File: src/rtl/ro_puf_ctrl_pkg.sv
// ---------------------------------------------------------------------------
// ro_puf_ctrl_pkg
// Shared definitions for the ring-oscillator PUF controller:
//   - FSM state encoding
//   - default settle length and edge-counter width
//   - challenge nibble field positions
//   - RO index helper (base + bit index, modulo 16)
// ---------------------------------------------------------------------------
package ro_puf_ctrl_pkg;

    typedef enum logic [2:0] {
        IDLE    = 3'd0,
        SETTLE  = 3'd1,
        MEASURE = 3'd2,
        COMPARE = 3'd3,
        NEXT    = 3'd4,
        HOLD    = 3'd5
    } state_e;

    localparam int DEF_SETTLE_CYC = 4;
    localparam int DEF_CNT_W      = 16;

    // challenge[7:4] is base index A, challenge[3:0] is base index B
    localparam int CH_W     = 8;
    localparam int NIB_W    = 4;
    localparam int CH_A_LSB = 4;
    localparam int CH_B_LSB = 0;

    // RO index for bit k; 4-bit arithmetic gives the modulo-16 wrap for free
    function automatic logic [NIB_W-1:0] ro_index(input logic [NIB_W-1:0] base,
                                                  input logic [NIB_W-1:0] k);
        return base + k;
    endfunction

endpackage

File: src/rtl/ro_puf_ctrl_edge_cnt.sv
// ---------------------------------------------------------------------------
// ro_edge_cnt
// Synchronizes one asynchronous RO output (2 flops), detects rising edges
// and counts them in a saturating counter.
// Ports:
//   clk, rst_n : clock, asynchronous active-low reset
//   clr        : synchronous clear of the counter (has priority over en)
//   en         : count enable
//   ro         : asynchronous oscillator output
//   count      : saturating rising-edge count
// ---------------------------------------------------------------------------
module ro_edge_cnt #(
    parameter int CNT_W = 16
) (
    input  logic             clk,
    input  logic             rst_n,
    input  logic             clr,
    input  logic             en,
    input  logic             ro,
    output logic [CNT_W-1:0] count
);

    localparam logic [CNT_W-1:0] CNT_ONE = CNT_W'(1);
    localparam logic [CNT_W-1:0] CNT_MAX = {CNT_W{1'b1}};

    // [0],[1]: synchronizer stages (sync_q = [1]); [2]: previous sync_q
    logic [2:0] sync_r;
    logic       edge_s;

    // Synchronizer chain plus one history flop for edge detection
    always_ff @(posedge clk or negedge rst_n) begin
        if (!rst_n) begin
            sync_r <= 3'b000;
        end else begin
            sync_r <= {sync_r[1:0], ro};
        end
    end

    assign edge_s = sync_r[1] & ~sync_r[2];

    // Saturating edge counter: holds at all-ones instead of wrapping
    always_ff @(posedge clk or negedge rst_n) begin
        if (!rst_n) begin
            count <= {CNT_W{1'b0}};
        end else if (clr) begin
            count <= {CNT_W{1'b0}};
        end else if (en && edge_s && (count != CNT_MAX)) begin
            count <= count + CNT_ONE;
        end else begin
            count <= count;
        end
    end

endmodule

File: src/rtl/ro_puf_ctrl.sv
// ---------------------------------------------------------------------------
// ro_puf_ctrl
// Ring-oscillator PUF controller. For each of RESP_BITS response bits it
// selects an RO pair, lets it settle, counts edges of both ROs over a
// measurement window and sets the bit when RO A is faster than RO B.
// Ports:
//   clk, rst_n         : clock, asynchronous active-low reset
//   start, challenge   : request pulse (sampled in IDLE) and base indices
//   win_len            : measurement window in clk cycles (0 treated as 1)
//   ro_a, ro_b         : asynchronous outputs of the selected ROs
//   ro_en, sel_a, sel_b: oscillator enable and pair selects
//   busy               : high whenever not IDLE
//   resp, resp_valid   : response word and its valid flag (held in HOLD)
//   resp_ready         : consumer acceptance
//   tie                : sticky flag, some bit had equal counts
// All outputs are registered.
// ---------------------------------------------------------------------------
module ro_puf_ctrl
    import ro_puf_ctrl_pkg::*;
#(
    parameter int RESP_BITS  = 8,
    parameter int CNT_W      = DEF_CNT_W,
    parameter int SETTLE_CYC = DEF_SETTLE_CYC
) (
    input  logic                 clk,
    input  logic                 rst_n,
    input  logic                 start,
    input  logic [CH_W-1:0]      challenge,
    input  logic [CNT_W-1:0]     win_len,
    input  logic                 ro_a,
    input  logic                 ro_b,
    output logic                 ro_en,
    output logic [NIB_W-1:0]     sel_a,
    output logic [NIB_W-1:0]     sel_b,
    output logic                 busy,
    output logic [RESP_BITS-1:0] resp,
    output logic                 resp_valid,
    input  logic                 resp_ready,
    output logic                 tie
);

    localparam int               K_W         = (RESP_BITS > 1) ? $clog2(RESP_BITS) : 1;
    localparam logic [K_W-1:0]   K_LAST      = K_W'(RESP_BITS - 1);
    localparam logic [K_W-1:0]   K_ONE       = K_W'(1);
    localparam logic [CNT_W-1:0] T_ONE       = CNT_W'(1);
    localparam logic [CNT_W-1:0] SETTLE_LAST = CNT_W'(SETTLE_CYC - 1);

    state_e               state_r, state_next_s;
    logic [K_W-1:0]       k_r, k_next_s;
    logic [CNT_W-1:0]     tmr_r, tmr_next_s;
    logic [CH_W-1:0]      ch_r, ch_next_s;
    logic [CNT_W-1:0]     win_r, win_next_s;
    logic [RESP_BITS-1:0] resp_next_s;
    logic                 tie_next_s;
    logic                 sel_drive_s;
    logic [NIB_W-1:0]     sel_a_next_s, sel_b_next_s;
    logic [CNT_W-1:0]     count_a, count_b;

    ro_edge_cnt #(.CNT_W(CNT_W)) u_cnt_a (
        .clk   (clk),
        .rst_n (rst_n),
        .clr   (state_r == SETTLE),
        .en    (state_r == MEASURE),
        .ro    (ro_a),
        .count (count_a)
    );

    ro_edge_cnt #(.CNT_W(CNT_W)) u_cnt_b (
        .clk   (clk),
        .rst_n (rst_n),
        .clr   (state_r == SETTLE),
        .en    (state_r == MEASURE),
        .ro    (ro_b),
        .count (count_b)
    );

    // FSM state register
    always_ff @(posedge clk or negedge rst_n) begin
        if (!rst_n) begin
            state_r <= IDLE;
        end else begin
            state_r <= state_next_s;
        end
    end

    // Next-state and next-datapath logic; outputs are registered from these
    always_comb begin
        state_next_s = state_r;
        k_next_s     = k_r;
        tmr_next_s   = tmr_r;
        ch_next_s    = ch_r;
        win_next_s   = win_r;
        resp_next_s  = resp;
        tie_next_s   = tie;
        case (state_r)
            IDLE: begin
                if (start) begin
                    state_next_s = SETTLE;
                    k_next_s     = {K_W{1'b0}};
                    tmr_next_s   = {CNT_W{1'b0}};
                    ch_next_s    = challenge;
                    win_next_s   = (win_len == {CNT_W{1'b0}}) ? T_ONE : win_len;
                    resp_next_s  = {RESP_BITS{1'b0}};
                    tie_next_s   = 1'b0;
                end else begin
                    state_next_s = IDLE;
                end
            end
            SETTLE: begin
                if (tmr_r == SETTLE_LAST) begin
                    state_next_s = MEASURE;
                    tmr_next_s   = {CNT_W{1'b0}};
                end else begin
                    tmr_next_s   = tmr_r + T_ONE;
                end
            end
            MEASURE: begin
                if (tmr_r == (win_r - T_ONE)) begin
                    state_next_s = COMPARE;
                    tmr_next_s   = {CNT_W{1'b0}};
                end else begin
                    tmr_next_s   = tmr_r + T_ONE;
                end
            end
            COMPARE: begin
                resp_next_s[k_r] = (count_a > count_b);
                tie_next_s       = tie | (count_a == count_b);
                state_next_s     = NEXT;
            end
            NEXT: begin
                if (k_r == K_LAST) begin
                    state_next_s = HOLD;
                end else begin
                    k_next_s     = k_r + K_ONE;
                    state_next_s = SETTLE;
                end
            end
            HOLD: begin
                if (resp_ready) begin
                    state_next_s = IDLE;
                end else begin
                    state_next_s = HOLD;
                end
            end
            default: begin
                state_next_s = IDLE;
            end
        endcase

        // Pair selects are only meaningful while the pair is being measured
        sel_drive_s = (state_next_s == SETTLE) || (state_next_s == MEASURE) ||
                      (state_next_s == COMPARE);
        if (sel_drive_s) begin
            sel_a_next_s = ro_index(ch_next_s[CH_A_LSB +: NIB_W], NIB_W'(k_next_s));
            sel_b_next_s = ro_index(ch_next_s[CH_B_LSB +: NIB_W], NIB_W'(k_next_s));
        end else begin
            sel_a_next_s = {NIB_W{1'b0}};
            sel_b_next_s = {NIB_W{1'b0}};
        end
    end

    // Datapath and registered outputs, decoded from the next state
    always_ff @(posedge clk or negedge rst_n) begin
        if (!rst_n) begin
            k_r        <= {K_W{1'b0}};
            tmr_r      <= {CNT_W{1'b0}};
            ch_r       <= {CH_W{1'b0}};
            win_r      <= {CNT_W{1'b0}};
            resp       <= {RESP_BITS{1'b0}};
            tie        <= 1'b0;
            ro_en      <= 1'b0;
            sel_a      <= {NIB_W{1'b0}};
            sel_b      <= {NIB_W{1'b0}};
            busy       <= 1'b0;
            resp_valid <= 1'b0;
        end else begin
            k_r        <= k_next_s;
            tmr_r      <= tmr_next_s;
            ch_r       <= ch_next_s;
            win_r      <= win_next_s;
            resp       <= resp_next_s;
            tie        <= tie_next_s;
            ro_en      <= (state_next_s == SETTLE) || (state_next_s == MEASURE);
            sel_a      <= sel_a_next_s;
            sel_b      <= sel_b_next_s;
            busy       <= (state_next_s != IDLE);
            resp_valid <= (state_next_s == HOLD);
        end
    end

endmodule

File: config.mk
export PLATFORM = sky130hd
export DESIGN_NAME = ro_puf_ctrl
export DESIGN_NICKNAME = d
export VERILOG_FILES = /design/src/rtl/ro_puf_ctrl_pkg.sv /design/src/rtl/ro_puf_ctrl_edge_cnt.sv /design/src/rtl/ro_puf_ctrl.sv
export SDC_FILE = /design/constraint.sdc
export NUM_CORES = 1
export LEC_CHECK = 0
export CORE_ASPECT_RATIO = 0.75
export CORE_UTILIZATION = 30
export CTS_CLUSTER_SIZE = 20
export DETAILED_ROUTE_END_ITERATION = 6
export PLACE_DENSITY = 0.46
export RECOVER_POWER = 100
export SYNTH_ARGS = -nofsm -noshare
export SYNTH_HDL_FRONTEND = slang
export SYNTH_SLANG_ARGS = --single-unit
File: constraint.sdc
create_clock -name clk -period 3.8 [get_ports clk]
set_input_delay 0.76 -clock clk [delete_from_list [all_inputs] [get_ports clk]]
set_output_delay 0.76 -clock clk [all_outputs]
set_load 0.05 [all_outputs]
# Word level (Yosys, flattened, before mapping)
# Index checks and enable logic that the tools add are counted.
totals:
  ff_bits: 104
op_classes:
  n_mux: 29
  order_cmp: 3
  eq_ne: 16
  bitwise: 5
  add_sub_neg: 7
  reduce_logical: 17
op_table:
  columns: ["operator", "n"]
  rows:
  - ["16-bit two-way mux", 8]
  - ["16-bit by 1-bit adder with 16-bit output, second input constant", 3]
  - ["16-bit case mux with 3 select lines", 1]
  - ["16-bit == test", 2]
  - ["16-bit inequality test, second input constant", 2]
  - ["8-bit two-way mux", 3]
  - ["3-bit two-way mux", 6]
  - ["3-bit case mux with 6 select lines", 1]
  - ["16-bit by 2-bit == test with 1-bit output, second input constant", 1]
  - ["16-bit greater-than comparator", 1]
  - ["16-bit zero test", 1]
  - ["8-bit case mux with 2 select lines", 1]
  - ["16-bit by 1-bit subtractor with 16-bit output, second input constant", 1]
  - ["3-bit by 2-bit == test with 1-bit output, second input constant", 4]
  - ["3-bit == test, second input constant", 4]
  - ["4-bit by 3-bit adder with 4-bit output", 2]
  - ["8-bit bitwise mux", 1]
  - ["4-bit two-way mux", 2]
  - ["3-bit by 1-bit == test with 1-bit output, second input constant", 2]
  - ["3-bit case mux with 2 select lines", 1]
  - ["2-bit AND reduction", 3]
  - ["2-bit nonzero test", 3]
  - ["3-bit nonzero test", 2]
  - ["1-bit logical AND", 5]
  - ["other kinds (12)", 17]

# Depth between registers and ports, before layout
depth:
  word_depth: 8
  ltp_mapped: 11
  ltp_nobuf: 10

# Hierarchy
# Synthesis repeated with hierarchy kept, for this count alone.
unflattened:
  hier_cells: 667
  hier_area_um2: 6137.1
by_module_without_submodules:
  columns: ["mod", "instances", "area_each_um2", "cells_each"]
  rows:
  - ["ro_puf_ctrl", 1, 4127.7, 465]
  - ["ro_edge_cnt", 2, 1004.7, 101]

# Worst setup path after synthesis
# No wires, ideal clock.
synth_path:
  kind: "input-to-reg"
  startpoint: "input start"
  endpoint: "register sel_a[3]"
  required_time_ps: 3660
  stages: 8
  setup_time_ps: 140
  arrival_ps: 2902
  setup_slack_ps: 758
  cell_sequence: "nor4b_1 mux2i_1 inv_1 ha_1 a21o_1 a21oi_1 xnor2_1 nor2b_1"
synth_lines:
  columns: ["element", "line", "rtl"]
  rows:
  - ["from (decl)", "ro_puf_ctrl.sv:27", "input logic start,"]
  - ["8-bit two-way mux", "ro_puf_ctrl.sv:97", "if (start) begin"]
  - ["8-bit two-way mux", "ro_puf_ctrl.sv:95", "case (state_r)"]
  - ["named net ch_next_s[5]", "ro_puf_ctrl.sv:51", "logic [CH_W-1:0] ch_r, ch_next_s;"]
  - ["4-bit by 3-bit adder with 4-bit output", "ro_puf_ctrl_pkg.sv:32", "return base + k;"]
  - ["4-bit two-way mux", "ro_puf_ctrl.sv:153", "if (sel_drive_s) begin"]
  - ["named net sel_a_next_s[3]", "ro_puf_ctrl.sv:56", "logic [NIB_W-1:0] sel_a_next_s, sel_b_next_s;"]
  - ["to (signal assigned)", "ro_puf_ctrl.sv:172", "sel_a <= {NIB_W{1'b0}};"]
  - ["to (signal assigned)", "ro_puf_ctrl.sv:184", "sel_a <= sel_a_next_s;"]
  - ["to (decl)", "ro_puf_ctrl.sv:33", "output logic [NIB_W-1:0] sel_a,"]
# The timed path passes the listed nets, and every way through them passes these cells.
# A chain may end at the register's enable or synchronous reset.

# Worst setup path in the final report
layout_path:
  startpoint: "input start"
  endpoint: "register sel_b[2]"
layout_lines:
  columns: ["element", "line", "rtl"]
  rows:
  - ["8-bit two-way mux", "ro_puf_ctrl.sv:97", null]
  - ["8-bit two-way mux", "ro_puf_ctrl.sv:95", null]
  - ["named net ch_next_s[0]", "ro_puf_ctrl.sv:51", null]
  - ["4-bit by 3-bit adder with 4-bit output", "ro_puf_ctrl_pkg.sv:32", null]
  - ["4-bit two-way mux", "ro_puf_ctrl.sv:153", null]
  - ["named net sel_b_next_s[2]", "ro_puf_ctrl.sv:56", null]
  - ["to (signal assigned)", "ro_puf_ctrl.sv:173", "sel_b <= {NIB_W{1'b0}};"]
  - ["to (signal assigned)", "ro_puf_ctrl.sv:185", "sel_b <= sel_b_next_s;"]
  - ["to (decl)", "ro_puf_ctrl.sv:34", "output logic [NIB_W-1:0] sel_b,"]
# The timed path passes the listed nets, and every way through them passes these cells.

==> out/metrics.cfg <==
[power_and_ir_drop]
leakagePower_nw = 2.990
p_per_area_nw_per_um2 = 597.8
irDropWorstVdd_uv = 371.8

[placed_design]
dp_hpwl_mm = 11.31
place_area_um2 = 6777
place_congestion = 0.7754
io_buffers = 49

[timing]
fin_skew_ps = 11.73
relSlewSlack_pct = 1.916
hold_viol_final = 0
worst_pin_slew_ps = 1471
fmax_mhz = 307.9
period_minus_slack_ps = 3248
fin_setup_tns_ps = 0
final_max_slew_viol_count = 0
period_share_pct = 85.46
final-setup-viol-count = 0
rsz0062_at_grt = no

[grt]
grt_pass1_vias = 4929
grt_overflow_total = 0
grt_max_degree = 57
grt_pass1_wl_mm = 26.28
grt_usage_pct = 16.33
antenna_found_initial = 1

[clock_network]
cts_max_level = 3
hold_buffers = 0
worst_skew_pair.late_latency_ps = 360
cts_sinks = 104
postCtsSetupBuffers = 0
ctsResizeCount = 0
clk_pin_slew_ps = 80
cts_buffers = 9
cts_tree = built
cts-root-buf = clkbuf_16
cts_buffer_depth = 2

[yosys]
synth_area_um2 = 6012
yosysSeqAreaShare_pct = 43.29
synth_area_leader_cell = dfrtp_1
async_flop_share_pct = 100.0
yosys_warnings = 0
synth_area_leaders = dfrtp_1 43%, nand2_1 6.6%, xnor2_1 6.3%
syn-num-nets = 729
synth_top_area_share_pct = 43.29
synth_edf_count = 0
ys.flop_type = dfrtp_1
ys_ff_latch = 104
avgSynthCellArea_um2 = 8.973
synthesis.instances = 670
synth.distinct_cells = 61

[floorplanning]
dieArea_um2 = 20620
rows = 44
core_um2 = 19490
fp.dieW_um = 165.5
start_util_pct = 30.85
ioPinCount = 50
floorplan.die.height_um = 124.6

[critical_path]
slowest_delay_ps = 670
crit_path_top_delay_cell = nor4b_1
cp.arrival_ps = 3470
cp_cell_sequence = dlygate4sd3_1, nor4b_1, buf_4, nand2_1, nand2_1, ha_1, inv_1, fa_1, xor2_1, nor2_1
criticalPathCategory = in -> reg
cpMostUsedCell = nand2_1
worst_setup_path_start_kind = input pin
cp_max_fo = 25
crit_path_end_kind = flop
cp.required_ps = 4020

[flow_run]
drv_cap = 0

[drt]
met3WireLength_um = 546
finalWirelength_mm = 15.59
wl_met2_mm = 6.604
dr.first_iter.drc_count = 359
routed-via-count = 4879
ant_nets = 0
drc = 0
top_layer = met5
post_drt_via_cell_ratio = 5.035
wl_per_cell_um = 16.09
wl_met1_mm = 8.260
drt_first_pass_iters = 6

[final_layout]
fin_area_um2 = 7037
mostFrequentLayoutCell = nand2_1
post-route-util_pct = 36.11
fillers = 2041
drive_gt1_share_pct = 5.447
synthToLayoutAreaGrowth_pct = 17.04
n_antenna_cell = 0
final_cell_mix = 107 x nand2_1, 104 x dfrtp_1, 69 x nor2_1
nets = 770

[min_path]
holdCritPathClass = reg -> reg

[status]
outcome = finished, final reports clean

layout make-up:
type | instances | area, um^2 | area share (%)
flip-flops and latches | 104 | 2603 | 36.98
clock buffers | 11 | 252.7 | 3.592
well taps | 253 | 316.6 | 4.499
multi-input cells | 504 | 3154 | 44.83
inverters | 34 | 127.6 | 1.814
repair buffers | 58 | 538.0 | 7.646
clock inverters | 5 | 45.04 | 0.6401
per-layer routing:
| metal | global-route usage [%] | vias up |
|---|---|---|
| met2 | 22.94 | 106 |
| met3 | 3.397 | 14 |
| met4 | 4.492 | 2 |
| li1 | - | 2388 |
| met1 | 24.87 | 2369 |
| met5 | 0 | - |
kinds of logic (layout without fill, tap and decap cells):
kind of cell | after synthesis | after routing | share of synthesized area (%)
muxes | 13 | 13 | 2.352
buffers and inverters | 62 | 108 | 4.017
xor gates and xnor gates | 59 | 59 | 8.824
and+or+nand+nor | 305 | 305 | 24.99
AOI/OAI and AO/OA | 98 | 98 | 10.24
DFF | 104 | 104 | 43.29
adders and majority gates | 29 | 29 | 6.285
worst paths after layout:
kind / slack, ps / to / from / cells past startpoint
min in group asynchronous: 730 / win_r[5] / rst_n / 1
max in group asynchronous: 1390 / tmr_r[7] / rst_n / 2
min: 350 / u_cnt_b.sync_r[1] / u_cnt_b.sync_r[0] / 0
max: 550 / sel_b[2] / start / 10
min reg2reg: 350 / u_cnt_b.sync_r[1] / u_cnt_b.sync_r[0] / 0
max reg2reg: 620 / tmr_r[14] / win_r[0] / 9
sequential cells by signal, indices dropped and copies added (netlist names), 4 cells and up:
signal	flops
tmr_r	16
u_cnt_a.count	16
u_cnt_b.count	16
win_r	16
ch_r	8
resp	8
sel_a	4
sel_b	4
cells in the mapped netlist (6+ instances only):
| cell | n |
|---|---|
| a21oi_1 | 28 |
| nor3_1 | 11 |
| nor4_1 | 10 |
| dfrtp_1 | 104 |
| inv_1 | 34 |
| nand3_1 | 23 |
| nand4_1 | 16 |
| clkbuf_1 | 24 |
| nor2b_1 | 10 |
| and3_1 | 11 |
| xnor2_1 | 43 |
| nor3b_1 | 8 |
| or3_1 | 6 |
| mux2_2 | 9 |
| and4_1 | 6 |
| xor2_1 | 15 |
| nor2_1 | 69 |
| ha_1 | 27 |
| o21ai_0 | 27 |
| o21ai_1 | 6 |
| a21o_1 | 6 |
| nand2_1 | 106 |
per-stage QoR:
step	std cells	hold WS [ps]	total power, mW	setup WS [ps]
floorplan	670	331.2	2.759	758.2
global placement	953	340.8	3.282	522.0
detailed placement	953	335.8	3.323	476.5
CTS	969	354.3	4.319	854.9
global route	969	371.9	4.513	313.8
finish	969	351.0	4.207	552.5
worst max-delay path: cells and delay by family:
kind	cells	cell delay (ps)
xor gates and xnor gates	1	160
buffers and inverters	3	1110
and+or+nand+nor	4	900
adders and majority gates	2	550
report_power, final:
group,switching [mW],internal (mW),total [mW]
combinational,1.03,0.605,1.64
clock,0.469,0.494,0.963
sequential,0.274,1.33,1.60
total,1.78,2.43,4.21
No activity file was read; power rests on OpenSTA's default activity.
